$ cat config.mk
export PLATFORM = sky130hd
export DESIGN_NAME = hidden_layer_seq_flat
export DESIGN_NICKNAME = d
export VERILOG_FILES = /design/src/rtl/hidden_layer_seq_if.sv /design/src/rtl/hidden_layer_seq.sv /design/src/flat_wrapper.sv
export SDC_FILE = /design/constraint.sdc
export NUM_CORES = 1
export LEC_CHECK = 0
export CAP_MARGIN = 20
export CELL_PAD_IN_SITES_DETAIL_PLACEMENT = 0
export CELL_PAD_IN_SITES_GLOBAL_PLACEMENT = 1
export CORE_MARGIN = 5
export CORE_UTILIZATION = 41
export CTS_BUF_LIST = sky130_fd_sc_hd__clkbuf_8
export DETAILED_ROUTE_END_ITERATION = 16
export GPL_ROUTABILITY_DRIVEN = 0
export PLACE_DENSITY = 0.9
export SETUP_SLACK_MARGIN = 0.02
export SKIP_LAST_GASP = 1
export SYNTH_ARGS = -nofsm -noshare
export SYNTH_HDL_FRONTEND = slang
export SYNTH_SLANG_ARGS = --single-unit
$ cat constraint.sdc
create_clock -name clk_i -period 4.9 [get_ports clk_i]
set_input_delay 0.98 -clock clk_i [delete_from_list [all_inputs] [get_ports clk_i]]
set_output_delay 0.98 -clock clk_i [all_outputs]
set_load 0.05 [all_outputs]
$ cat src/rtl/hidden_layer_seq_if.sv
// rtl/hidden_layer_seq_if.sv - handshake and result bus between driver and hidden_layer_seq
interface hidden_layer_seq_if;
    logic        start_i;
    logic [15:0] feat_i;
    logic [7:0]  w_i;
    logic        w_valid_i;
    logic        w_ready_o;
    logic        busy_o;
    logic        valid_o;
    logic [9:0]  x0_o;
    logic [9:0]  x1_o;
    logic [9:0]  x2_o;
    logic [9:0]  x3_o;
    logic [9:0]  x4_o;
    logic [9:0]  x5_o;
    logic [9:0]  x6_o;
    logic [9:0]  x7_o;

    modport master (
        output start_i, feat_i, w_i, w_valid_i,
        input  w_ready_o, busy_o, valid_o,
        input  x0_o, x1_o, x2_o, x3_o, x4_o, x5_o, x6_o, x7_o
    );

    modport slave (
        input  start_i, feat_i, w_i, w_valid_i,
        output w_ready_o, busy_o, valid_o,
        output x0_o, x1_o, x2_o, x3_o, x4_o, x5_o, x6_o, x7_o
    );
endinterface

$ cat src/rtl/hidden_layer_seq.sv
// rtl/hidden_layer_seq.sv - sequential 4-input, 8-neuron hidden layer with streamed weights
module hidden_layer_seq #(
    parameter int SHIFT = 2
) (
    input  logic             clk_i,
    input  logic             rst_i,
    hidden_layer_seq_if.slave bus
);

    localparam logic [1:0] ST_IDLE = 2'd0;
    localparam logic [1:0] ST_MAC  = 2'd1;
    localparam logic [1:0] ST_DONE = 2'd2;

    logic [1:0]  state_q, state_d;
    logic [15:0] feat_q, feat_d;
    logic [2:0]  j_q, j_d;
    logic [1:0]  k_q, k_d;
    logic [13:0] acc_q, acc_d;
    logic [9:0]  work_q [8];
    logic [9:0]  work_d [8];
    logic [9:0]  x_q [8];
    logic [9:0]  x_d [8];

    logic        beat;
    logic [3:0]  feat_sel;
    logic [11:0] product;
    logic [13:0] sum;
    logic [13:0] shifted;
    logic [9:0]  sat;

    // Multiply-accumulate datapath for the current beat, including the neuron's final saturated value
    always_comb begin
        beat     = (state_q == ST_MAC) && bus.w_valid_i;
        feat_sel = feat_q[{k_q, 2'b00} +: 4];
        product  = {8'd0, feat_sel} * {4'd0, bus.w_i};
        sum      = acc_q + {2'b00, product};
        shifted  = sum >> SHIFT;
        sat      = (shifted > 14'd1023) ? 10'd1023 : shifted[9:0];
    end

    // Pass sequencing: capture features, walk neurons/taps on accepted beats, commit on the last beat
    always_comb begin
        state_d = state_q;
        feat_d  = feat_q;
        j_d     = j_q;
        k_d     = k_q;
        acc_d   = acc_q;
        for (int i = 0; i < 8; i++) begin
            work_d[i] = work_q[i];
            x_d[i]    = x_q[i];
        end
        case (state_q)
            ST_IDLE: begin
                if (bus.start_i) begin
                    feat_d  = bus.feat_i;
                    j_d     = 3'd0;
                    k_d     = 2'd0;
                    acc_d   = 14'd0;
                    state_d = ST_MAC;
                end
            end
            ST_MAC: begin
                if (beat) begin
                    if (k_q == 2'd3) begin
                        work_d[j_q] = sat;
                        acc_d       = 14'd0;
                        k_d         = 2'd0;
                        j_d         = j_q + 3'd1;
                        // The final neuron lands in work and x on the same edge
                        if (j_q == 3'd7) begin
                            for (int i = 0; i < 8; i++) begin
                                x_d[i] = work_d[i];
                            end
                            state_d = ST_DONE;
                        end
                    end else begin
                        acc_d = sum;
                        k_d   = k_q + 2'd1;
                    end
                end
            end
            ST_DONE: begin
                state_d = ST_IDLE;
            end
            default: begin
                state_d = ST_IDLE;
            end
        endcase
    end

    // State registers; reset discards any partial pass and clears the published results
    always_ff @(posedge clk_i or negedge rst_i) begin
        if (!rst_i) begin
            state_q <= ST_IDLE;
            feat_q  <= '0;
            j_q     <= '0;
            k_q     <= '0;
            acc_q   <= '0;
            for (int i = 0; i < 8; i++) begin
                work_q[i] <= '0;
                x_q[i]    <= '0;
            end
        end else begin
            state_q <= state_d;
            feat_q  <= feat_d;
            j_q     <= j_d;
            k_q     <= k_d;
            acc_q   <= acc_d;
            for (int i = 0; i < 8; i++) begin
                work_q[i] <= work_d[i];
                x_q[i]    <= x_d[i];
            end
        end
    end

    assign bus.w_ready_o = (state_q == ST_MAC);
    assign bus.busy_o    = (state_q == ST_MAC) || (state_q == ST_DONE);
    assign bus.valid_o   = (state_q == ST_DONE);
    assign bus.x0_o      = x_q[0];
    assign bus.x1_o      = x_q[1];
    assign bus.x2_o      = x_q[2];
    assign bus.x3_o      = x_q[3];
    assign bus.x4_o      = x_q[4];
    assign bus.x5_o      = x_q[5];
    assign bus.x6_o      = x_q[6];
    assign bus.x7_o      = x_q[7];

endmodule
$ cat src/flat_wrapper.sv
// flat-port wrapper written by rule: the top's interface ports become plain ports
module hidden_layer_seq_flat 
#(
    parameter int SHIFT = 2
)
  (clk_i, rst_i, bus_start_i, bus_feat_i, bus_w_i, bus_w_valid_i, bus_w_ready_o, bus_busy_o, bus_valid_o, bus_x0_o, bus_x1_o, bus_x2_o, bus_x3_o, bus_x4_o, bus_x5_o, bus_x6_o, bus_x7_o);
  hidden_layer_seq_if bus_i ();
  input  logic clk_i;
  input  logic rst_i;
  input wire logic [$bits(bus_i.start_i)-1:0] bus_start_i;
  input wire logic [$bits(bus_i.feat_i)-1:0] bus_feat_i;
  input wire logic [$bits(bus_i.w_i)-1:0] bus_w_i;
  input wire logic [$bits(bus_i.w_valid_i)-1:0] bus_w_valid_i;
  output wire logic [$bits(bus_i.w_ready_o)-1:0] bus_w_ready_o;
  output wire logic [$bits(bus_i.busy_o)-1:0] bus_busy_o;
  output wire logic [$bits(bus_i.valid_o)-1:0] bus_valid_o;
  output wire logic [$bits(bus_i.x0_o)-1:0] bus_x0_o;
  output wire logic [$bits(bus_i.x1_o)-1:0] bus_x1_o;
  output wire logic [$bits(bus_i.x2_o)-1:0] bus_x2_o;
  output wire logic [$bits(bus_i.x3_o)-1:0] bus_x3_o;
  output wire logic [$bits(bus_i.x4_o)-1:0] bus_x4_o;
  output wire logic [$bits(bus_i.x5_o)-1:0] bus_x5_o;
  output wire logic [$bits(bus_i.x6_o)-1:0] bus_x6_o;
  output wire logic [$bits(bus_i.x7_o)-1:0] bus_x7_o;
  assign bus_i.start_i = bus_start_i;
  assign bus_i.feat_i = bus_feat_i;
  assign bus_i.w_i = bus_w_i;
  assign bus_i.w_valid_i = bus_w_valid_i;
  assign bus_w_ready_o = bus_i.w_ready_o;
  assign bus_busy_o = bus_i.busy_o;
  assign bus_valid_o = bus_i.valid_o;
  assign bus_x0_o = bus_i.x0_o;
  assign bus_x1_o = bus_i.x1_o;
  assign bus_x2_o = bus_i.x2_o;
  assign bus_x3_o = bus_i.x3_o;
  assign bus_x4_o = bus_i.x4_o;
  assign bus_x5_o = bus_i.x5_o;
  assign bus_x6_o = bus_i.x6_o;
  assign bus_x7_o = bus_i.x7_o;
  hidden_layer_seq #(.SHIFT(SHIFT)) u_core (.clk_i(clk_i), .rst_i(rst_i), .bus(bus_i));
endmodule
==> summary.md, run 1 <==
| Metric | Value |
|---|---|
| Reg clk slew, reported paths | `0.10 ns` |
| Worst r2r dst | `u_core.work_q[7]` |
| Syn Std Cell Area | `0.009667 mm2` |
| Worst EP arrival | `5.24 ns` |
| Total grt overflow | `0` |
| Skew-Pair Late Insertion Delay | `0.47 ns` |
| DIE HEIGHT | `163.6 um` |
| Gr usage total | `18.88%` |
| Sequential-to-total area share from yosys stat | `51.00%` |
| Main synth FF type | `dfrtp_1` |
| Filler Cell Count | `2,023` |
| # nets final | `1,201` |
| WS Path Type | `reg -> reg` |
| Vias per cell | `5.426` |
| Status | `completed` |
| R2R Path Start | `u_core.k_q[0]` |
| CTS H-tree lvls | `4` |
| Layout cells sized above 1 | `17.36%` |
| Crit path max-delay family | `adder cells` |
| Synth Area per Inst | `9.814 um2` |
| Post-DRT Antenna Nets | `0` |
| CP Capture Type | `flop` |
| Cells after Synth | `985` |
| Cell Chain, Critical Path | `mux4_2, and2_4, fa_1, fa_1, inv_1, fa_1, inv_2, ha_4, buf_6, and2_4, o211ai_1, a31oi_2, o211ai_4, buf_6, nor3_4, buf_12, buf_12, o21ai_0` |
| Yosys warns | `0` |
| Ys async rst share | `100.0%` |
| First-pass GRT wire length | `40.53 mm` |
| Cell Rows | `56` |
| RSZ-0062 raised after global routing | `true` |
| Worst Path Required | `5.28 ns` |
| CP max stage delay | `0.62 ns` |
| DP HPWL | `17.28 mm` |
| Final Cycle Share | `99.35%` |
| Final Max Slew Viols | `0` |
| DRT iter0 DRCs | `569` |
| FF+latch area | `0.004931 mm2` |
| Reg2reg setup slack | `0.03 ns` |
| CP Max Fanout | `8` |
| Die area | `0.02675 mm2` |
| Diode count | `0` |
| Final wirelength | `26.33 mm` |
| Number of synthesized flops with an enable pin | `0` |
| TritonCTS clock tree | `built` |
| Final setup fails | `0` |
| IO Pins | `111` |
| CP max-delay cell | `mux4_2` |
| Initial core utilization | `41.43%` |
| Startpoint Class | `flop` |
| Cells on worst reg2reg path | `18` |
| Fin Clk Skew | `0.02078 ns` |
| Vias | `7,890` |
| DRC | `0` |
| Fmax achieved | `0.2054 GHz` |
| Routed wire length per instance | `18.11 um` |
| CTS Sinks | `197` |
| Fin crit period | `4.868 ns` |
| Largest Register | `u_core.work_q` |
| Max-Slew Margin vs Limit | `31.11%` |
| Clk root buf | `clkbuf_8` |
| Hold WC Path Type | `in -> async` |
| Synth Register Bits | `197` |
| Largest net degree at the start of global routing | `129` |
| Chip Width | `163.6 um` |
| Max clock buf depth | `2` |
| Worst-margin pin slew | `1.025 ns` |
| Footprint of the multi-input gates | `0.004797 mm2` |
| Largest registers | `u_core.work_q (80), u_core.feat_q (16), u_core.acc_q (14)` |
| CTS Buf Count | `17` |
| Maximum Capacitance Violations | `0` |
| Vias in the first global route | `7,758` |
| CP bufs+invs | `6` |
| Final Hold Vio Count | `0` |
| Synth unique cells | `48` |
| Area delta synth->final | `30.31%` |
| Largest register FFs | `80` |
| Post-Syn Nets | `1,062` |
| Initial antenna violation count | `0` |
| Core Area | `0.02333 mm2` |
| Setup TNS | `0 ns` |
| First-pass DRT Iterations | `8` |
| I/O Buffers | `110` |
| Most frequent CP cell | `fa_1` |
worst max path at each step:
stage / from / endpoint / slack [ns] / depth (start not counted)
after floorplan: u_core.k_q[0] / u_core.bus.x0_o[9] / 0.03 / 17
after global placement: bus_w_i[0] / u_core.work_q[36] / -0.49 / 15
after detailed placement: bus_w_i[0] / u_core.work_q[76] / -0.54 / 15
after CTS: u_core.k_q[0] / u_core.bus.x3_o[0] / -0.05 / 16
after global routing: u_core.k_q[0] / u_core.work_q[24] / -0.17 / 17
final: u_core.k_q[0] / u_core.work_q[7] / 0.03 / 18
cell usage after synthesis (3+ instances only):
library cell | count | area share (%)
a21o_1 | 3 | 0.23
a21oi_1 | 70 | 3.6
a22o_1 | 10 | 0.91
a31oi_1 | 44 | 2.8
a41oi_1 | 8 | 0.72
and2_1 | 32 | 2.1
and3_1 | 53 | 3.4
buf_1 | 5 | 0.19
buf_2 | 3 | 0.16
clkbuf_1 | 51 | 2.0
dfrtp_1 | 197 | 51
fa_1 | 21 | 4.3
ha_1 | 28 | 3.6
inv_1 | 47 | 1.8
mux2_2 | 16 | 1.9
mux4_2 | 4 | 0.93
nand2_1 | 97 | 3.8
nand2b_1 | 3 | 0.19
nand3_1 | 3 | 0.16
nor2_1 | 53 | 2.1
nor3_1 | 8 | 0.41
nor3b_1 | 4 | 0.31
o21ai_0 | 153 | 7.9
or2_2 | 4 | 0.26
or3_1 | 34 | 2.2
xnor2_1 | 4 | 0.36
xor2_1 | 4 | 0.36
worst reg2reg max path, stage by stage, from the launching register on:
cell	delay (ns)
dfrtp_2	0.46
mux4_2	0.62
and2_4	0.19
fa_1	0.49
fa_1	0.49
inv_1	0.05
fa_1	0.49
inv_2	0.05
ha_4	0.22
buf_6	0.12
and2_4	0.15
o211ai_1	0.29
a31oi_2	0.10
o211ai_4	0.39
buf_6	0.17
nor3_4	0.04
buf_12	0.16
buf_12	0.14
o21ai_0	0.16
per-layer routing:
| layer | share of wire [%] | track usage [%] | vias to the layer above |
|---|---|---|---|
| met5 | 0 | 0 | - |
| li1 | - | - | 3750 |
| met2 | 48 | 31.32 | 220 |
| met3 | 6.0 | 3.962 | 34 |
| met4 | 2.1 | 5.071 | 0 |
| met1 | 44 | 25.33 | 3886 |
metrics by stage:
step	hold WS, ns	setup slack (ns)	utilization (%)	area (um2)	cells
2_1_floorplan	0.4418	0.03169	-	9713	985
3_3_place_gp	0.4528	-0.4851	49.28	11500	1400
3_5_place_dp	0.4627	-0.5436	49.28	11500	1400
4_1_cts	0.4845	-0.05095	50.99	11900	1431
5_1_grt	0.3621	-0.1666	53.99	12600	1454
6_report	0.3818	0.03204	53.99	12600	1454
logic make-up after synthesis:
group | Yosys count | synth area share (%)
xor gates and xnor gates | 8 | 0.7248
muxes | 20 | 2.796
DFF | 197 | 51.00
AOI/OAI and AO/OA | 305 | 17.81
adders and majority gates | 49 | 7.973
and+or+nand+nor | 300 | 15.55
buffers and inverters | 106 | 4.155
placed cells by master, fill, tap and decap left out, types with 10 or more instances in the layout:
master,n
dfrtp_1,196
clkdlybuf4s50_1,109
nand2_1,95
a21oi_1,69
o21ai_0,69
o21ai_1,64
and3_1,53
nor2_1,52
inv_1,46
buf_4,41
a31oi_1,37
or3_1,33
and2_1,23
ha_1,23
o21ai_2,20
fa_1,20
clkbuf_8,18
mux2_2,16
buf_12,13
a22o_1,10
cell type report:
cell class              count  share of cell area, %
multi-input cells         683                  38.08
clock buffers              17                  1.857
well taps                 319                  3.168
inverters                  47                  1.400
clock inverters            13                  1.033
repair buffers            178                  15.32
flip-flops and latches    197                  39.14
what timing repair did:
| action | in CTS | in global routing |
|---|---|---|
| resized for setup | 7 | 152 |
| pin swaps | 1 | 50 |
| hold buffers | 0 | 0 |
| setup buffers | 1 | 11 |
| endpoints found under the hold margin | 0 | 0 |
| endpoints found under the setup margin | 161 | 162 |
| cloned | 0 | 11 |
Power of run 1 is not shown: default switching activity piles up to over one toggle a cycle in this logic, so the estimate is an artifact.
==> inputs of run 2 (changes only) <==
--- a/config.mk
+++ b/config.mk
@@ -13,7 +13,7 @@
 export CTS_BUF_LIST = sky130_fd_sc_hd__clkbuf_8
 export DETAILED_ROUTE_END_ITERATION = 16
 export GPL_ROUTABILITY_DRIVEN = 0
-export PLACE_DENSITY = 0.9
+export PLACE_DENSITY = 0.8
 export SETUP_SLACK_MARGIN = 0.02
 export SKIP_LAST_GASP = 1
 export SYNTH_ARGS = -nofsm -noshare
==> run 2 against run 1 <==
Critical path depth fell by 1. Global-route usage is 0.55 points higher. Highest routed layer is now met5. Die area stayed put.
==> summary.md, run 2 (synthesis gave the netlist of run 1 again) <==
| Metric | Value |
|---|---|
| Status | `completed` |
| Worst Path Required | `5.24 ns (-0.04 ns)` |
| Chip Width | `163.6 um (unchanged)` |
| CTS Hold Bufs | `0 (unchanged)` |
| Leading cell type in the layout, fill and taps excluded | `dfrtp_1` |
| Fin util | `53.93% (-0.064 points)` |
| Area delta synth->final | `30.16%` |
| First-pass DRT Iterations | `5 (-3)` |
| Gr usage total | `19.43% (+0.55 points)` |
| Reg clk slew, reported paths | `0.11 ns (about the same)` |
| WS Path Type | `reg -> reg` |
| Fin cells | `1,463 (+0.62%)` |
| Hold WC Path Type | `reg -> reg` |
| Cell Rows | `56 (unchanged)` |
| Die area | `0.02675 mm2 (unchanged)` |
| Fin crit period | `4.883 ns (+0.01518 ns)` |
| Max-Slew Margin vs Limit | `33.59% (+2.5 points)` |
| CTS Buf Count | `17 (unchanged)` |
| Final setup fails | `0 (unchanged)` |
| Footprint of the multi-input gates | `0.004803 mm2 (+0.13%)` |
| CTS Sinks | `197 (unchanged)` |
| Fmax achieved | `0.2048 GHz (-0.31%)` |
| Initial core utilization | `41.43% (unchanged)` |
| Maximum Capacitance Violations | `0 (unchanged)` |
| Placed instance count | `1,411 (+0.79%)` |
| DP HPWL | `17.68 mm (+2.3%)` |
| I/O Buffers | `110 (unchanged)` |
| Hold slack | `0.4826 ns (+0.1008 ns)` |
| Final Cycle Share | `99.66% (+0.31 points)` |
| First-pass GRT wire length | `41.59 mm (+2.6%)` |
| Vias | `7,863 (-0.34%)` |
| Largest register FFs | `80 (unchanged)` |
| Worst EP arrival | `5.22 ns (-0.02 ns)` |
| Worst Hold Path EP | `u_core.work_q[27]` |
| Final wirelength | `26.40 mm (+0.28%)` |
| Commonest non-fill, non-tap cells in the layout | `dfrtp_1, clkdlybuf4s50_1, o21ai_0` |
| R2R Path Start | `u_core.k_q[0]` |
| Worst hold path depth | `2` |
| FF+latch area | `0.004931 mm2 (unchanged)` |
| Filler Cell Count | `2,077 (+2.7%)` |
| IO Pins | `111 (unchanged)` |
| RSZ-0062 raised after global routing | `true` |
| Hold_sp | `u_core.work_q[27]` |
| Worst-margin pin slew | `0.9940 ns (-0.03075 ns)` |
| Post-DRT Antenna Nets | `0 (unchanged)` |
| Fin Clk Skew | `0.01684 ns (-0.003938 ns)` |
| Startpoint Class | `flop` |
| Total grt overflow | `0 (unchanged)` |
| Reg2reg setup slack | `0.02 ns (-0.02 ns)` |
| CP Max Fanout | `14 (+6)` |
| Final Hold Vio Count | `0 (unchanged)` |
| Final Max Slew Viols | `0 (unchanged)` |
| Clk root buf | `clkbuf_8` |
| Initial antenna violation count | `1 (+1)` |
| Worst r2r dst | `u_core.work_q[77]` |
| Skew-Pair Late Insertion Delay | `0.47 ns (about the same)` |
| CP Capture Type | `flop` |
| Vias in the first global route | `7,680 (-1.0%)` |
| TritonCTS clock tree | `built` |
| Routed wire length per instance | `18.04 um (-0.34%)` |
| DRC | `0 (unchanged)` |
| DRT iter0 DRCs | `497 (-13%)` |
| Largest net degree at the start of global routing | `113 (-12%)` |
| # nets final | `1,208 (+0.58%)` |
| Largest Register | `u_core.work_q` |
| CTS H-tree lvls | `4 (unchanged)` |
| Diode count | `0 (unchanged)` |
| Largest registers | `u_core.work_q (80), u_core.feat_q (16), u_core.acc_q (14)` |
| Cells on worst reg2reg path | `17 (-1)` |
| DIE HEIGHT | `163.6 um (unchanged)` |
| Layout cells sized above 1 | `17.57% (+0.21 points)` |
| Core Area | `0.02333 mm2 (unchanged)` |
| Max clock buf depth | `2 (unchanged)` |
| Setup TNS | `0 ns (unchanged)` |
| Vias per cell | `5.375 (-0.96%)` |
## run 2: worst max-delay path by stage
stage | from | end | slack [ns] | cells after the start
floorplan | u_core.k_q[0] | u_core.bus.x0_o[9] | 0.03 | 17
global placement | bus_w_i[3] | u_core.work_q[57] | -0.41 | 14
detailed placement | bus_w_i[1] | u_core.work_q[76] | -0.49 | 13
CTS | u_core.k_q[0] | u_core.work_q[77] | -0.02 | 16
global route | u_core.k_q[0] | u_core.bus.x4_o[0] | -0.16 | 17
finish | u_core.k_q[0] | u_core.work_q[77] | 0.02 | 17
## run 2: layout make-up
type	instances	share of cell area, %
clock buffer	18	1.969
clock inverter	14	0.9447
inverter	47	1.402
multi-input combinational	683	38.18
sequential	197	39.19
tap	319	3.172
timing repair buffer	185	15.15
## run 2: repair_timing
| action | in CTS | in global routing |
|---|---|---|
| pin swaps | 10 | 37 |
| setup endpoints to repair | 161 | 161 |
| gates resized for setup | 32 | 96 |
| cloned | 2 | 4 |
| endpoints found under the hold margin | 0 | 0 |
| buffers inserted | 3 | 12 |
## run 2: per-stage QoR
step,setup WS (ns),cell area (um2)
global placement,-0.4118,11530
global route,-0.1627,12580
floorplan,0.03169,9713
finish,0.01686,12580
CTS,-0.01707,12060
detailed placement,-0.4899,11530
## run 2: metal layers
layer	up-vias	GRT usage (%)	wire length, um
li1	3767	-	-
met1	3876	26.70	11780
met2	190	32.51	13090
met3	28	3.608	1233
met4	2	3.889	289
met5	-	0	13
## run 2: critical path, cell delays in order (launching register included)
cell	delay (ns)
dfrtp_2	0.45
mux4_2	0.62
buf_6	0.16
buf_4	0.12
and2_1	0.16
fa_1	0.45
ha_1	0.29
inv_1	0.05
fa_1	0.51
inv_2	0.05
ha_4	0.25
a21o_1	0.20
buf_4	0.14
a2111oi_1	0.54
a221oi_2	0.18
nor3_4	0.29
buf_12	0.19
o21ai_0	0.10
Power of run 2 is left out for the same reason.
